==> config.mk <==
export PLATFORM = sky130hd
export DESIGN_NAME = model_matrix_multiplication_arbiter
export DESIGN_NICKNAME = d
export VERILOG_FILES = /design/src/rtl/model_arbiter_pkg.sv /design/src/rtl/model_round_robin_picker.sv /design/src/rtl/model_matrix_multiplication_arbiter.sv
export SDC_FILE = /design/constraint.sdc
export NUM_CORES = 1
export LEC_CHECK = 0
export CAP_MARGIN = 25
export CORE_AREA = 3 3 566 568
export DETAILED_ROUTE_END_ITERATION = 16
export DIE_AREA = 0 0 569 571
export PLACE_DENSITY_LB_ADDON = 0.05
export SETUP_SLACK_MARGIN = 0.15
export SYNTH_ARGS = -nofsm -noshare
export SYNTH_HDL_FRONTEND = slang
export SYNTH_SLANG_ARGS = --single-unit
==> constraint.sdc <==
create_clock -name CLK -period 9.9 [get_ports CLK]
set_input_delay 1.98 -clock CLK [delete_from_list [all_inputs] [get_ports CLK]]
set_output_delay 1.98 -clock CLK [all_outputs]
set_load 0.01 [all_outputs]
==> src/rtl/model_arbiter_pkg.sv <==
`default_nettype none
// ============================================================================
// Module      : model_arbiter_pkg
// Description : Shared definitions for the engine arbiters (matrix, vector,
//               tensor): arbitration state encoding and control constants.
// Ports       : none (package)
// Revision    : 1.0 - initial release
// ============================================================================
package model_arbiter_pkg;

  // Arbitration sequence: pick a client, pulse the engine start, wait for the
  // engine to finish, then give the finished client one cycle to drop REQUEST.
  typedef enum logic [1:0] {
    IDLE_STATE    = 2'd0,
    START_STATE   = 2'd1,
    BUSY_STATE    = 2'd2,
    RELEASE_STATE = 2'd3
  } arb_state_e;

  localparam int unsigned ZERO_CONTROL = 0;
  localparam int unsigned ONE_CONTROL  = 1;

endpackage : model_arbiter_pkg
`default_nettype wire

==> src/rtl/model_round_robin_picker.sv <==
`default_nettype none
// ============================================================================
// Module      : model_round_robin_picker
// Description : Combinational round-robin selector. Returns the first asserted
//               request at or after the pointer, wrapping modulo REQUESTERS.
// Ports       : request [REQUESTERS]  - level requests
//               pointer [INDEX_SIZE]  - highest-priority index this round
//               valid                 - at least one request asserted
//               index   [INDEX_SIZE]  - winning client index
// Revision    : 1.0 - initial release
// ============================================================================
module model_round_robin_picker #(
  parameter int REQUESTERS = 4,
  parameter int INDEX_SIZE = 2
) (
  input  logic [REQUESTERS-1:0] request,
  input  logic [INDEX_SIZE-1:0] pointer,
  output logic                  valid,
  output logic [INDEX_SIZE-1:0] index
);

  localparam logic [INDEX_SIZE:0] c_count = (INDEX_SIZE+1)'(REQUESTERS);

  // One extra bit so pointer + offset cannot overflow before the wrap.
  logic [INDEX_SIZE:0] cand;

  // Scan offsets from farthest to nearest; the nearest hit is written last
  // and therefore wins.
  always_comb begin
    valid = 1'b0;
    index = '0;
    cand  = '0;
    for (int k = REQUESTERS - 1; k >= 0; k--) begin
      cand = {1'b0, pointer} + (INDEX_SIZE+1)'(k);
      if (cand >= c_count) begin
        cand = cand - c_count;
      end
      if (request[cand[INDEX_SIZE-1:0]]) begin
        valid = 1'b1;
        index = cand[INDEX_SIZE-1:0];
      end
    end
  end

endmodule : model_round_robin_picker
`default_nettype wire

==> src/rtl/model_matrix_multiplication_arbiter.sv <==
`default_nettype none
// ============================================================================
// Module      : model_matrix_multiplication_arbiter
// Description : Round-robin arbiter sharing one matrix-multiplication engine
//               between REQUESTERS clients. Latches the winner's dimensions,
//               pulses ENGINE_START, steers the winner's input stream to the
//               engine and routes engine enables / READY back to it only.
// Ports       : CLK, RST (async, active-high)
//               REQUEST/GRANT/GRANT_INDEX/READY/ERROR - client handshake
//               SIZE_I_IN/SIZE_J_IN/LENGTH_IN/DATA_IN + input enables - packed
//                 per-client job description and element stream
//               DATA_OUT + output enables - engine result to the granted client
//               ENGINE_* - connection to the single engine instance
// Revision    : 1.0 - initial release
// ============================================================================
module model_matrix_multiplication_arbiter
  import model_arbiter_pkg::*;
#(
  parameter  int DATA_SIZE    = 64,
  parameter  int CONTROL_SIZE = 64,
  parameter  int REQUESTERS   = 4,
  localparam int INDEX_SIZE   = $clog2(REQUESTERS)
) (
  input  logic                               CLK,
  input  logic                               RST,
  input  logic [REQUESTERS-1:0]              REQUEST,
  output logic [REQUESTERS-1:0]              GRANT,
  output logic [INDEX_SIZE-1:0]              GRANT_INDEX,
  output logic [REQUESTERS-1:0]              READY,
  output logic [REQUESTERS-1:0]              ERROR,
  input  logic [REQUESTERS*CONTROL_SIZE-1:0] SIZE_I_IN,
  input  logic [REQUESTERS*CONTROL_SIZE-1:0] SIZE_J_IN,
  input  logic [REQUESTERS*CONTROL_SIZE-1:0] LENGTH_IN,
  input  logic [REQUESTERS*DATA_SIZE-1:0]    DATA_IN,
  input  logic [REQUESTERS-1:0]              DATA_IN_MATRIX_ENABLE,
  input  logic [REQUESTERS-1:0]              DATA_IN_VECTOR_ENABLE,
  input  logic [REQUESTERS-1:0]              DATA_IN_SCALAR_ENABLE,
  output logic [DATA_SIZE-1:0]               DATA_OUT,
  output logic [REQUESTERS-1:0]              DATA_OUT_MATRIX_ENABLE,
  output logic [REQUESTERS-1:0]              DATA_OUT_VECTOR_ENABLE,
  output logic [REQUESTERS-1:0]              DATA_OUT_SCALAR_ENABLE,
  output logic                               ENGINE_START,
  input  logic                               ENGINE_READY,
  output logic [CONTROL_SIZE-1:0]            ENGINE_SIZE_I,
  output logic [CONTROL_SIZE-1:0]            ENGINE_SIZE_J,
  output logic [CONTROL_SIZE-1:0]            ENGINE_LENGTH,
  output logic [DATA_SIZE-1:0]               ENGINE_DATA_IN,
  output logic                               ENGINE_DATA_IN_MATRIX_ENABLE,
  output logic                               ENGINE_DATA_IN_VECTOR_ENABLE,
  output logic                               ENGINE_DATA_IN_SCALAR_ENABLE,
  input  logic [DATA_SIZE-1:0]               ENGINE_DATA_OUT,
  input  logic                               ENGINE_DATA_OUT_MATRIX_ENABLE,
  input  logic                               ENGINE_DATA_OUT_VECTOR_ENABLE,
  input  logic                               ENGINE_DATA_OUT_SCALAR_ENABLE
);

  localparam logic [INDEX_SIZE-1:0]   c_last_index = INDEX_SIZE'(REQUESTERS - 1);
  localparam logic [CONTROL_SIZE-1:0] c_zero_dim   = CONTROL_SIZE'(ZERO_CONTROL);

  arb_state_e                state_q, state_d;
  logic [INDEX_SIZE-1:0]     pointer_q, pointer_d;
  logic [INDEX_SIZE-1:0]     grant_index_q, grant_index_d;
  logic [REQUESTERS-1:0]     grant_q, grant_d;
  logic [REQUESTERS-1:0]     ready_q, ready_d;
  logic [REQUESTERS-1:0]     error_q, error_d;
  logic [CONTROL_SIZE-1:0]   size_i_q, size_i_d;
  logic [CONTROL_SIZE-1:0]   size_j_q, size_j_d;
  logic [CONTROL_SIZE-1:0]   length_q, length_d;

  logic [CONTROL_SIZE-1:0]   size_i_arr [REQUESTERS];
  logic [CONTROL_SIZE-1:0]   size_j_arr [REQUESTERS];
  logic [CONTROL_SIZE-1:0]   length_arr [REQUESTERS];
  logic [DATA_SIZE-1:0]      data_arr   [REQUESTERS];

  logic                      pick_valid;
  logic [INDEX_SIZE-1:0]     pick_index;
  logic                      pick_zero_dim;
  logic                      busy;

  for (genvar k = 0; k < REQUESTERS; k++) begin : g_unpack
    assign size_i_arr[k] = SIZE_I_IN[k*CONTROL_SIZE +: CONTROL_SIZE];
    assign size_j_arr[k] = SIZE_J_IN[k*CONTROL_SIZE +: CONTROL_SIZE];
    assign length_arr[k] = LENGTH_IN[k*CONTROL_SIZE +: CONTROL_SIZE];
    assign data_arr[k]   = DATA_IN[k*DATA_SIZE +: DATA_SIZE];
  end

  model_round_robin_picker #(
    .REQUESTERS (REQUESTERS),
    .INDEX_SIZE (INDEX_SIZE)
  ) u_picker (
    .request (REQUEST),
    .pointer (pointer_q),
    .valid   (pick_valid),
    .index   (pick_index)
  );

  function automatic logic [INDEX_SIZE-1:0] next_index(input logic [INDEX_SIZE-1:0] idx);
    if (idx == c_last_index) begin
      return '0;
    end
    return idx + INDEX_SIZE'(ONE_CONTROL);
  endfunction

  assign pick_zero_dim = (size_i_arr[pick_index] == c_zero_dim) ||
                         (size_j_arr[pick_index] == c_zero_dim) ||
                         (length_arr[pick_index] == c_zero_dim);

  always_comb begin
    state_d       = state_q;
    pointer_d     = pointer_q;
    grant_index_d = grant_index_q;
    grant_d       = grant_q;
    size_i_d      = size_i_q;
    size_j_d      = size_j_q;
    length_d      = length_q;
    ready_d       = '0;
    error_d       = '0;
    case (state_q)
      IDLE_STATE: begin
        if (pick_valid) begin
          size_i_d = size_i_arr[pick_index];
          size_j_d = size_j_arr[pick_index];
          length_d = length_arr[pick_index];
          if (pick_zero_dim) begin
            // Rejected job: skip the engine entirely and move past this client.
            error_d[pick_index] = 1'b1;
            pointer_d           = next_index(pick_index);
            state_d             = RELEASE_STATE;
          end else begin
            grant_d             = '0;
            grant_d[pick_index] = 1'b1;
            grant_index_d       = pick_index;
            state_d             = START_STATE;
          end
        end
      end
      START_STATE: begin
        state_d = BUSY_STATE;
      end
      BUSY_STATE: begin
        if (ENGINE_READY) begin
          ready_d[grant_index_q] = 1'b1;
          grant_d                = '0;
          pointer_d              = next_index(grant_index_q);
          state_d                = RELEASE_STATE;
        end
      end
      RELEASE_STATE: begin
        state_d = IDLE_STATE;
      end
      default: begin
        state_d = IDLE_STATE;
      end
    endcase
  end

  always_ff @(posedge CLK or posedge RST) begin
    if (RST) begin
      state_q       <= IDLE_STATE;
      pointer_q     <= '0;
      grant_index_q <= '0;
      grant_q       <= '0;
      ready_q       <= '0;
      error_q       <= '0;
      size_i_q      <= '0;
      size_j_q      <= '0;
      length_q      <= '0;
    end else begin
      state_q       <= state_d;
      pointer_q     <= pointer_d;
      grant_index_q <= grant_index_d;
      grant_q       <= grant_d;
      ready_q       <= ready_d;
      error_q       <= error_d;
      size_i_q      <= size_i_d;
      size_j_q      <= size_j_d;
      length_q      <= length_d;
    end
  end

  assign busy = (state_q == BUSY_STATE);

  assign GRANT         = grant_q;
  assign GRANT_INDEX   = grant_index_q;
  assign READY         = ready_q;
  assign ERROR         = error_q;
  assign ENGINE_START  = (state_q == START_STATE);
  assign ENGINE_SIZE_I = size_i_q;
  assign ENGINE_SIZE_J = size_j_q;
  assign ENGINE_LENGTH = length_q;

  // Input steering: purely combinational so the arbiter adds no data latency.
  assign ENGINE_DATA_IN               = data_arr[grant_index_q];
  assign ENGINE_DATA_IN_MATRIX_ENABLE = busy & DATA_IN_MATRIX_ENABLE[grant_index_q];
  assign ENGINE_DATA_IN_VECTOR_ENABLE = busy & DATA_IN_VECTOR_ENABLE[grant_index_q];
  assign ENGINE_DATA_IN_SCALAR_ENABLE = busy & DATA_IN_SCALAR_ENABLE[grant_index_q];

  // Result data is broadcast; only the granted client sees the enables.
  assign DATA_OUT = ENGINE_DATA_OUT;
  for (genvar k = 0; k < REQUESTERS; k++) begin : g_out_enable
    assign DATA_OUT_MATRIX_ENABLE[k] = busy & grant_q[k] & ENGINE_DATA_OUT_MATRIX_ENABLE;
    assign DATA_OUT_VECTOR_ENABLE[k] = busy & grant_q[k] & ENGINE_DATA_OUT_VECTOR_ENABLE;
    assign DATA_OUT_SCALAR_ENABLE[k] = busy & grant_q[k] & ENGINE_DATA_OUT_SCALAR_ENABLE;
  end

endmodule : model_matrix_multiplication_arbiter
`default_nettype wire

==> impl_metrics.env <==
export IMPL_hpwl_um=183000
export IMPL_yosys_top_cells_area="dfrtp_1, nand2_1, mux2_2"
export IMPL_regArea_um2=5263
export IMPL_grt_pass1_vias=23610
export IMPL_clk_pin_slew_ns=0.05
export IMPL_ant_nets=0
export IMPL_seq_area_frac_synth_pct=30.98
export IMPL_reg2reg_setup_slack_ns=3.93
export IMPL_cts_tree="done"
export IMPL_hold_path_depth=2
export IMPL_cts_root_buf="clkbuf_16"
export IMPL_dieArea_um2=324900
export IMPL_hold_start="ENGINE_SIZE_J[62]$_DFFE_PP0P_"
export IMPL_stdcell_area_um2=36190
export IMPL_yosysUniqueCellTypes=44
export IMPL_drc_errors=0
export IMPL_layout_common_cells="clkdlybuf4s50_1, nand2_1, dfrtp_1, mux2_2"
export IMPL_crit_path_end_kind="register"
export IMPL_syn_nets=3115
export IMPL_multi_input_area_um2=10340
export IMPL_drive_above_1_share_pct=10.93
export IMPL_status="completed"
export IMPL_peakVddDrop_mv=0.1462
export IMPL_max_slew_worst_pin_slew_ns=1.002
export IMPL_h_tree_depth=2
export IMPL_critPathLaunchType="input port"
export IMPL_initial_core_util_pct=5.381
export IMPL_core_um2=315200
export IMPL_final_setup_skew_ns=0.02929
export IMPL_finalCritPeriodShare_pct=74.71
export IMPL_synth_warnings=0
export IMPL_path_class="input port to register"
export IMPL_finalHoldViolCount=0
export IMPL_dpl_cell_area_um2=34720
export IMPL_avgRoutedWirePerCell_um=29.31
export IMPL_fin_setup_tns_ns=0
export IMPL_dr_pass1_iters=4
export IMPL_fmax_mhz=135.2
export IMPL_rsz0062_at_grt="false"
export IMPL_cp_slowest_cell="nor4_1"
export IMPL_setup_viol=0
export IMPL_wirelength_um=216300
export IMPL_synth_seq_cells=210
export IMPL_rr_worst_depth=12
export IMPL_num_fill_cells=36210
export IMPL_relSlewSlack_pct=33.22
export IMPL_grtUsageTotal_pct=12.76
export IMPL_min_to="ENGINE_SIZE_J[62]$_DFFE_PP0P_"
export IMPL_avgSynthCellArea_um2=8.512
export IMPL_cts_resized=0
export IMPL_grt_max_degree=101
export IMPL_cts_buffer_depth=3
export IMPL_cts_sinks=210
export IMPL_drt_iter0_drc=777
export IMPL_path_cells="clkdlybuf4s50_1 -> and2b_1 -> a311oi_4 -> nor2_4 -> inv_8 -> buf_4 -> mux2_1 -> nand4_1 -> or4_1 -> nor4_1 -> a211o_1 -> o21ai_1 -> mux2_2"
export IMPL_min_period_ns=7.396
export IMPL_synth_area_leader_cell="dfrtp_1"
export IMPL_gr_total_overflow=0
export IMPL_required_ns=10.41
export IMPL_area_delta_synth_final_pct=113.3
export IMPL_utilization_pct=11.48
export IMPL_netlist_area_leader_share_pct=30.98
export IMPL_crit_arrival_ns=7.90
export IMPL_fp_dieW_um=569
export IMPL_via_per_inst=2.912
export IMPL_synth_area_um2=16960
export IMPL_syn_inst=1993
export IMPL_cts_inserted_buffers=42
export IMPL_clock_latency_ns=0.62
export IMPL_post_cts_buffers=0
export IMPL_critPathMaxStageDelay_ns=0.85
export IMPL_power_density_nw_per_um2=271.0
export IMPL_reg2reg_to="pointer_q[1]$_DFFE_PP0P_"
export IMPL_drv_slew=0
export IMPL_max_cap_violations=0
export IMPL_hold_class="register to register"
export IMPL_layout_commonest_cell="clkdlybuf4s50_1"
export IMPL_die_height_um=571
export IMPL_crit_fanout=87
export IMPL_gp_congestion=0.7790
export IMPL_r2r_start="pointer_q[1]$_DFFE_PP0P_"
export IMPL_grt_antenna_before_repair=143
export IMPL_rows=206
export IMPL_cts_hold_buf=0
export IMPL_nNetsFinal=4293
export IMPL_p_leak_nw=12.56
export IMPL_portBuffers=1331
export IMPL_grt_pass1_wl_um=268800
export IMPL_vias=21490
export IMPL_pin_count=1460
through the flow:
step | total power [mW] | worst slack, ns | cells | hold slack, ns
4_1_cts | 10.41 | 2.141 | 7361 | 0.4824
3_5_place_dp | 8.685 | 1.403 | 7287 | 0.4700
6_report | 9.808 | 2.504 | 7381 | 0.4726
3_3_place_gp | 8.712 | 1.063 | 7281 | 0.4680
5_1_grt | 10.63 | 2.076 | 7365 | 0.5011
2_1_floorplan | 4.506 | 2.182 | 1993 | 0.5091
worst max path at each step:
| stage | start | endpoint |
|---|---|---|
| after floorplan | RST | ENGINE_LENGTH[0]$_DFFE_PP0P_ |
| after global placement | REQUEST[2] | pointer_q[0]$_DFFE_PP0P_ |
| after detailed placement | REQUEST[2] | pointer_q[1]$_DFFE_PP0P_ |
| after CTS | REQUEST[2] | pointer_q[0]$_DFFE_PP0P_ |
| after global routing | REQUEST[2] | pointer_q[0]$_DFFE_PP0P_ |
| final | REQUEST[2] | pointer_q[1]$_DFFE_PP0P_ |
sequential cells by signal, indices dropped and copies added, names as in the netlist:
| name | cells |
|---|---|
| ENGINE_LENGTH | 64 |
| ENGINE_SIZE_I | 64 |
| ENGINE_SIZE_J | 64 |
| ERROR | 4 |
| GRANT | 4 |
| READY | 4 |
| GRANT_INDEX | 2 |
| pointer_q | 2 |
| state_q | 2 |
power breakdown:
group	switching (mW)	total, mW	internal [mW]
clock network	0.623	1.58	0.960
logic	3.89	6.57	2.68
registers	0.355	1.66	1.30
area by class of cell:
| type | count | area share [%] |
|---|---|---|
| timing repair buffer | 1382 | 38.24 |
| tap | 4160 | 14.38 |
| clock buffer | 59 | 3.388 |
| sequential | 210 | 14.54 |
| inverter | 12 | 0.2109 |
| clock inverter | 15 | 0.5221 |
| antenna | 20 | 0.1383 |
| multi-input combinational | 1523 | 28.57 |
cell families (layout without fill, tap and decap cells):
kind of cell / Yosys count / after routing / share of synthesized area, %
adder cells (fa/ha/maj): 12 / 12 / 0.8851
other: 0 / 20 / 0
AO/OA/AOI/OAI: 361 / 361 / 14.16
multiplexers: 240 / 240 / 20.17
buffers and inverters: 260 / 1468 / 8.607
flip-flops: 210 / 210 / 30.98
AND/OR/NAND/NOR: 910 / 910 / 25.20
cells in the mapped netlist, drive strengths merged:
cell type  instances
a32oi              1
clkinv             1
mux4              67
and2               7
ha                12
or3                2
a211oi           128
a31oi            130
nor3b            128
a211o              1
or2                1
dfrtp            210
nand4             17
o22ai              2
buf              183
nand2b             3
inv               11
nor4              36
a311o              3
a22o               1
or4                1
clkbuf            65
o21a               1
a21oi              3
a311oi             1
o21ai             66
a22oi             24
nor2b              3
nand2            578
nor4b              1
and2b              2
nand3            103
mux2             145
and3              19
mux2i             28
nor2               9
critical path, delay by kind of cell:
kind	cells	cell delay (ns)
AO/OA/AOI/OAI	3	1.50
buffers and inverters	3	1.63
multiplexers	2	0.59
AND/OR/NAND/NOR	5	2.09
layer usage:
layer	wire length (µm)	global-route usage (%)	part of all wire [%]	vias to the layer above
li1	-	-	-	9588
met1	72070	12.00	33	10360
met2	118200	25.27	55	1099
met3	20640	5.532	9.5	351
met4	4761	2.421	2.2	96
met5	605	0	0.28	-
No activity file was read; power rests on OpenSTA's default activity.
